[config.mk]
export PLATFORM = sky130hd
export DESIGN_NAME = pwm_bank
export DESIGN_NICKNAME = d
export VERILOG_FILES = /design/src/rtl/pwm_bank_pkg.sv /design/src/rtl/pwm_channel.sv /design/src/rtl/pwm_bank.sv
export SDC_FILE = /design/constraint.sdc
export NUM_CORES = 1
export LEC_CHECK = 0
export BUFFER_PORTS_ARGS = -buffer_cell sky130_fd_sc_hd__buf_2
export CORE_MARGIN = 4
export CORE_UTILIZATION = 26
export CTS_CLUSTER_DIAMETER = 60
export DETAILED_ROUTE_END_ITERATION = 6
export GPL_TIMING_DRIVEN = 0
export SLEW_MARGIN = 20
export SYNTH_ARGS = -nofsm -noshare
export SYNTH_HDL_FRONTEND = slang
export SYNTH_SLANG_ARGS = --single-unit
[constraint.sdc]
create_clock -name clk -period 2.4 [get_ports clk]
set_input_delay 0.24 -clock clk [delete_from_list [all_inputs] [get_ports clk]]
set_output_delay 0.24 -clock clk [all_outputs]
set_load 0.01 [all_outputs]
[src/rtl/pwm_bank_pkg.sv]
// ============================================================================
// pwm_bank_pkg : register map indices and counter type shared by pwm_bank
// Revision     : 1.0
// ============================================================================
`default_nettype none

package pwm_bank_pkg;
    localparam int REG_CTRL  = 0;
    localparam int REG_PRESC = 1;
    localparam int REG_DUTY0 = 2;

    localparam int CNT_W = 8;
    typedef logic [CNT_W-1:0] cnt_t;
endpackage

`default_nettype wire

[src/rtl/pwm_channel.sv]
// ============================================================================
// pwm_channel : one PWM channel, shadow duty register plus output flop
// Revision    : 1.0
// ============================================================================
`default_nettype none

module pwm_channel #(
    parameter int WIDTH = 8
) (
    input  logic             clk,
    input  logic             rst,
    input  logic             ena,
    input  logic             ch_en,
    input  logic             load,
    input  logic [WIDTH-1:0] duty,
    input  logic [WIDTH-1:0] cnt,
    output logic             pwm_out
);
    logic [WIDTH-1:0] shadow;

    // Shadow only moves at period boundaries so a running period never glitches.
    always_ff @(posedge clk) begin
        if (rst) begin
            shadow  <= '0;
            pwm_out <= 1'b0;
        end else begin
            if (load) begin
                shadow <= duty;
            end
            pwm_out <= ch_en & ena & (cnt < shadow);
        end
    end
endmodule

`default_nettype wire

[src/rtl/pwm_bank.sv]
// ============================================================================
// pwm_bank : shared prescaler/period counter driving NUM_CH PWM channels.
//            Define PWM_BANK_STATUS_EN to expose {wrap_cnt, pwm_out} status.
// Revision : 1.0
// ============================================================================
`default_nettype none

module pwm_bank
    import pwm_bank_pkg::*;
#(
    parameter int NUM_CH   = 4,
    parameter int WIDTH    = CNT_W,
    parameter int NUM_REGS = 8
) (
    input  logic                      clk,
    input  logic                      rst,
    input  logic                      ena,
    input  logic [NUM_REGS*WIDTH-1:0] config_regs,
    output logic [NUM_CH-1:0]         pwm_out,
    output logic                      period_tick,
    output logic [WIDTH-1:0]          status_regs
);
    localparam logic [WIDTH-1:0] CNT_LAST = {{(WIDTH-1){1'b1}}, 1'b0};

    logic [WIDTH-1:0] presc;
    logic [WIDTH-1:0] pre_cnt;
    logic [WIDTH-1:0] cnt;
    logic             step;
    logic             boundary;
    logic             unused_cfg;

    assign presc      = config_regs[REG_PRESC*WIDTH +: WIDTH];
    assign unused_cfg = ^config_regs;

    // ">=" rather than "==" so a lowered prescaler restarts instead of wrapping.
    assign step     = ena & (pre_cnt >= presc);
    assign boundary = step & (cnt == CNT_LAST);

    always_ff @(posedge clk) begin
        if (rst) begin
            pre_cnt     <= '0;
            cnt         <= '0;
            period_tick <= 1'b0;
        end else begin
            period_tick <= boundary;
            if (ena) begin
                pre_cnt <= (pre_cnt >= presc) ? '0 : pre_cnt + 1'b1;
            end
            if (step) begin
                cnt <= (cnt == CNT_LAST) ? '0 : cnt + 1'b1;
            end
        end
    end

    for (genvar c = 0; c < NUM_CH; c++) begin : g_ch
        pwm_channel #(
            .WIDTH (WIDTH)
        ) u_ch (
            .clk     (clk),
            .rst     (rst),
            .ena     (ena),
            .ch_en   (config_regs[REG_CTRL*WIDTH + c]),
            .load    (boundary),
            .duty    (config_regs[(REG_DUTY0+c)*WIDTH +: WIDTH]),
            .cnt     (cnt),
            .pwm_out (pwm_out[c])
        );
    end

`ifdef PWM_BANK_STATUS_EN
    localparam int WRAP_W = WIDTH - NUM_CH;

    logic [WRAP_W-1:0] wrap_cnt;

    always_ff @(posedge clk) begin
        if (rst) begin
            wrap_cnt <= '0;
        end else if (boundary) begin
            wrap_cnt <= wrap_cnt + 1'b1;
        end
    end

    assign status_regs = {wrap_cnt, pwm_out};
`else
    assign status_regs = '0;
`endif
endmodule

`default_nettype wire

# Word level (Yosys, flattened, before mapping)
# Cells that the tools add are included.
[totals]
ff_bits = 53
latchBits = 0
ram_bits = 0
romBits = 0
input_bits = 67
output_inout_bits = 13
wordCells = 31
n_memories = 0
[classes]
addsub = 2
n_mul = 0
div = 0
magnitude_cmp = 5
n_eq_ne = 1
shift = 0
mux = 2
n_bitwise = 10
reduce_logical = 0
[ops]
columns = ["operator", "n"]
rows = [
  ["$lt A8 B8 Y1", 4],
  ["$add A8 B1 Y8 const B", 2],
  ["$mux W8", 2],
  ["$and A1 B1 Y1", 10],
  ["$eq A8 B8 Y1 const B", 1],
  ["$ge A8 B8 Y1", 1],
]

# Longest topological paths before layout
[logic_depth]
word_depth = 3
mapped_depth = 9
ltp_nobuf = 7

# Modules after synthesis
# A second synthesis with hierarchy kept.
[hier_totals]
cells_unflattened = 342
hier_area_um2 = 3045.4
[modules_own_cells]
columns = ["module", "instances", "cells_each", "area_each_um2", "seq_area_each_um2"]
rows = [
  ["pwm_channel", 4, 51, 484.2, 180.2],
  ["pwm_bank", 1, 138, 1108.6, 340.3],
]

# Worst setup path before layout
# Ideal clock, no wire load.
[synth_path]
path_type = "register to register"
from = "reg pre_cnt[0]"
to = "reg g_ch[0].u_ch.shadow[0]"
setup_ns = 0.116
arrival_ns = 1.840
required_ns = 2.284
path_slack_ns = 0.445
path_stages_with_launch = 10
path_buffers = 2
synth_period_minus_slack_ns = 1.955
path_cell_list = "dfxtp_1 > inv_1 > ha_1 > nand2b_4 > a2111oi_4 > o2bb2ai_2 > and2_1 > buf_4 > buf_6 > a31o_1"
[synth_between]
elab_chain_len = 3
[synth_lines]
columns = ["item", "line", "source"]
rows = [
  ["from (decl)", "pwm_bank.sv:26", "logic [WIDTH-1:0] pre_cnt;"],
  ["from (signal assigned)", "pwm_bank.sv:47", "pre_cnt <= (pre_cnt >= presc) ? '0 : pre_cnt + 1'b1;"],
  ["$ge A8 B8 Y1", "pwm_bank.sv:36", "assign step = ena & (pre_cnt >= presc);"],
  ["$and A1 B1 Y1", "pwm_bank.sv:36", ""],
  ["$and A1 B1 Y1", "pwm_bank.sv:37", "assign boundary = step & (cnt == CNT_LAST);"],
  ["to (signal assigned)", "pwm_channel.sv:28", "shadow <= duty;"],
  ["to (decl)", "pwm_channel.sv:19", "logic [WIDTH-1:0] shadow;"],
]
# No other way between the ends.
# A chain may end at the register's enable or synchronous reset.

# Worst setup path in the final report
[layout_path]
from = "reg cnt[4]"
to = "reg g_ch[2].u_ch.shadow[1]"
[layout_between]
elab_chain_len = 2
[layout_lines]
columns = ["item", "line", "source"]
rows = [
  ["from (decl)", "pwm_bank.sv:27", "logic [WIDTH-1:0] cnt;"],
  ["from (signal assigned)", "pwm_bank.sv:50", "cnt <= (cnt == CNT_LAST) ? '0 : cnt + 1'b1;"],
  ["$eq A8 B8 Y1", "pwm_bank.sv:37", ""],
  ["$and A1 B1 Y1", "pwm_bank.sv:37", ""],
  ["to (signal assigned)", "pwm_channel.sv:28", ""],
  ["to (decl)", "pwm_channel.sv:19", ""],
]
# No other way between the ends.

==> reports/qor.yml <==
critical_path:
  worst_ep_required_time_ps: 2610
  crit-reg2reg-launch: "cnt[4]$_SDFFE_PP0P_"
  timing_worst_setup_path_type: "reg -> reg"
  critPathMaxFanout: 10
  arrival_time_reported_for_the_critical_path_endpoint_ps: 2310
  timing.critical_path.to_type: "flip-flop"
  worst_setup_path_start_kind: "flip-flop"
  worstSetupStartpoint: "cnt[4]$_SDFFE_PP0P_"
route:
  detailroute.via_count: 2680
  route.detailed.wl_per_inst_um: 14.43
  first_iter_violations: 154
  ant_nets: 0
  detail_route.drc_violations: 0
  detail_route.first_pass.iterations: 4
  drt_wl_total_um: 8180
  per_cell_via_count_in_the_routed_design: 4.727
synthesis:
  syn_area_mm2: 0.003189
  synth_flop_cell: "sky130_fd_sc_hd__dfxtp_1"
  synth_cells: 355
  synth_adder_area_share: 0.1530
  synth_compound_area_frac: 0.2067
  yosysMostFrequentCell: "sky130_fd_sc_hd__dfxtp_1"
  synth-xor-area-share: 0.01922
  synthTopCellsByCount: "53 x sky130_fd_sc_hd__dfxtp_1, 45 x sky130_fd_sc_hd__inv_1, 39 x sky130_fd_sc_hd__ha_1, 31 x sky130_fd_sc_hd__nand4_1, 21 x sky130_fd_sc_hd__o31ai_1"
  post-synth-top-area-fraction: 0.3327
  async_reset_ff_frac: 0
  yosys_warnings: 0
  combinational_family_with_the_most_area_after_synthesis: "compound AO/OA/AOI/OAI gates"
  yosysUniqueCellTypes: 43
  synth_area_leader_cell: "sky130_fd_sc_hd__dfxtp_1"
  postSynthAreaPerCell_um2: 8.984
  synth-simple-area-share: 0.1612
  synth_enable_flop_cells: 0
  ys_seq_area_frac: 0.3327
  synth.area.mux_share: 0.006277
  postSynthRegisterBits: 53
  synth_top_cells_by_area: "sky130_fd_sc_hd__dfxtp_1 33%, sky130_fd_sc_hd__ha_1 15%, sky130_fd_sc_hd__nand4_1 6.1%"
die:
  core_mm2: 0.01201
  ioPinCount: 80
  dieArea_mm2: 0.01410
  floorplan.die.height_um: 118.8
  row_count: 40
  dieWidth_um: 118.8
  initial_utilization: 0.2655
timing:
  fin_worst_skew_ps: 9.005
  min_period_ps: 2102
  number_of_pins_with_negative_max_slew_slack_in_the_final_report: 0
  period_share: 0.8758
  setup_ws_ps: 298.1
  rsz0062_at_grt: "no"
  finalHoldViolations: 0
  worst_slew_pin_slew_ps: 636.0
  max_slew_margin: 0.5760
  setup_violations: 0
  maxClockFrequency_ghz: 0.4758
  tns_ps: 0
clock_network:
  cts_resized: 0
  tritoncts: "yes"
  tritoncts.num_buffers: 5
  htreeDepth: 2
  clock_sink_count: 53
  cts.root.buffer_cell: "sky130_fd_sc_hd__clkbuf_16"
  cts_post_setup_buffers_inserted: 0
  post_cts_hold_buffer_count: 0
  worstSkewPairLatency_ps: 290
  cts_max_path_buffers: 2
  worst_setup_hold_path_clk_slew_ps: 70
pwr:
  static-leakage-power_uw: 0.001586
  irDropWorstVdd_mv: 0.3341
  power.density_cell_area_mw_per_mm2: 460.3
global_routing:
  grt_max_degree: 18
  groute.usage.overall: 0.1145
  antenna_found_initial: 0
  first_global_vias: 2630
  global_route.overflow_total: 0
  grt_first_pass_wirelength_um: 13250
final_layout:
  area_growth_syn_to_layout_pct: 19.07
  design.final.nets: 525
  multiInputGateArea_mm2: 0.001773
  fillCellCount: 1277
  utilization: 0.3161
  drive_above_1_share: 0.2286
  register_area_mm2: 0.001061
  antenna-diode-count: 0
run_status:
  run_status: "complete, no violations"
worst_hold_path:
  min_delay_worst_type: "in -> reg"
  min_from: "config_regs[24]"
placed_design:
  finalWeightedCongestion: 0.8167
  post-dp-hpwl_um: 6026
  port_buffers: 50
  dp_slack_ps: 290.9
job:
  max_cap_viols: 0
[power breakdown]
group / leakage, uW / internal, uW / switching (uW)
Combinational: 0.00108 / 63.2 / 70.3
Clock: 0.0000738 / 389 / 338
Sequential: 0.000427 / 882 / 4.81
Total: 0.00159 / 1330 / 413
[kinds of logic (layout without fill, tap and decap cells)]
| family | count (synthesis) | in the layout |
|---|---|---|
| and+or+nand+nor | 92 | 92 |
| AOI/OAI and AO/OA | 82 | 82 |
| buffers and inverters | 79 | 137 |
| DFF | 53 | 53 |
| adders and majority gates | 39 | 39 |
| xor gates and xnor gates | 7 | 7 |
| muxes | 2 | 2 |
| other | 1 | 8 |
[registers in the layout, summed over array words and instances (netlist names)]
name	count
cnt	8
g_ch.u_ch.pwm_out	4
g_ch.u_ch.shadow	32
period_tick	1
pre_cnt	8
[final timing paths]
kind,to,slack [ps],cells past startpoint
worst max-delay path,g_ch[2].u_ch.shadow[1]$_SDFFE_PP0P_,300,5
worst min-delay path,g_ch[1].u_ch.shadow[0]$_SDFFE_PP0P_,170,2
worst max register to register,g_ch[2].u_ch.shadow[1]$_SDFFE_PP0P_,300,5
worst min register to register,g_ch[3].u_ch.shadow[3]$_SDFFE_PP0P_,480,2
[layout make-up]
| class | count | share of cell area |
|---|---|---|
| clock inverter | 3 | 0.005931 |
| buffer | 34 | 0.05601 |
| clock buffer | 5 | 0.03295 |
| tap | 147 | 0.04843 |
| sequential | 53 | 0.2794 |
| multi-input combinational | 230 | 0.4669 |
| inverter | 45 | 0.04448 |
| timing repair buffer | 50 | 0.06590 |
[routing by layer]
metal	global-route usage	vias up	routed length, um
li1	-	1379	-
met2	0.1957	52	3986
met5	0	-	0
met1	0.1482	1244	3790
met4	0.02969	0	91
met3	0.02105	5	311
[worst max-delay path: stages (launching register included)]
cell and delay [ps]:
sky130_fd_sc_hd__dfxtp_1 650, sky130_fd_sc_hd__nand3_2 250, sky130_fd_sc_hd__nor3_4 420, sky130_fd_sc_hd__clkbuf_1 410, sky130_fd_sc_hd__nand4_1 190, sky130_fd_sc_hd__o31ai_2 90
[layout by cell type, fill, tap and decap left out, drive strengths merged, types with 6 or more instances in the layout]
master   n
nand2   19
nand2b  10
o21ai   11
o31ai   29
buf     73
inv     45
clkbuf  16
conb     8
a211oi   6
dfxtp   53
a21oi   13
ha      39
nand4   31
nor2    15
nand3    6
[through the flow]
| stage | std cells | area (um^2) | hold slack (ps) | power [uW] |
|---|---|---|---|---|
| 6_report | 567 | 3797 | 168.4 | 1748 |
| 4_1_cts | 567 | 3797 | 168.2 | 1764 |
| 3_3_place_gp | 559 | 3650 | 459.1 | 1037 |
| 5_1_grt | 567 | 3797 | 177.0 | 1818 |
| 2_1_floorplan | 362 | 3216 | 374.2 | 983.8 |
| 3_5_place_dp | 559 | 3650 | 462.3 | 1041 |
Power figures use the tool's default switching activity.
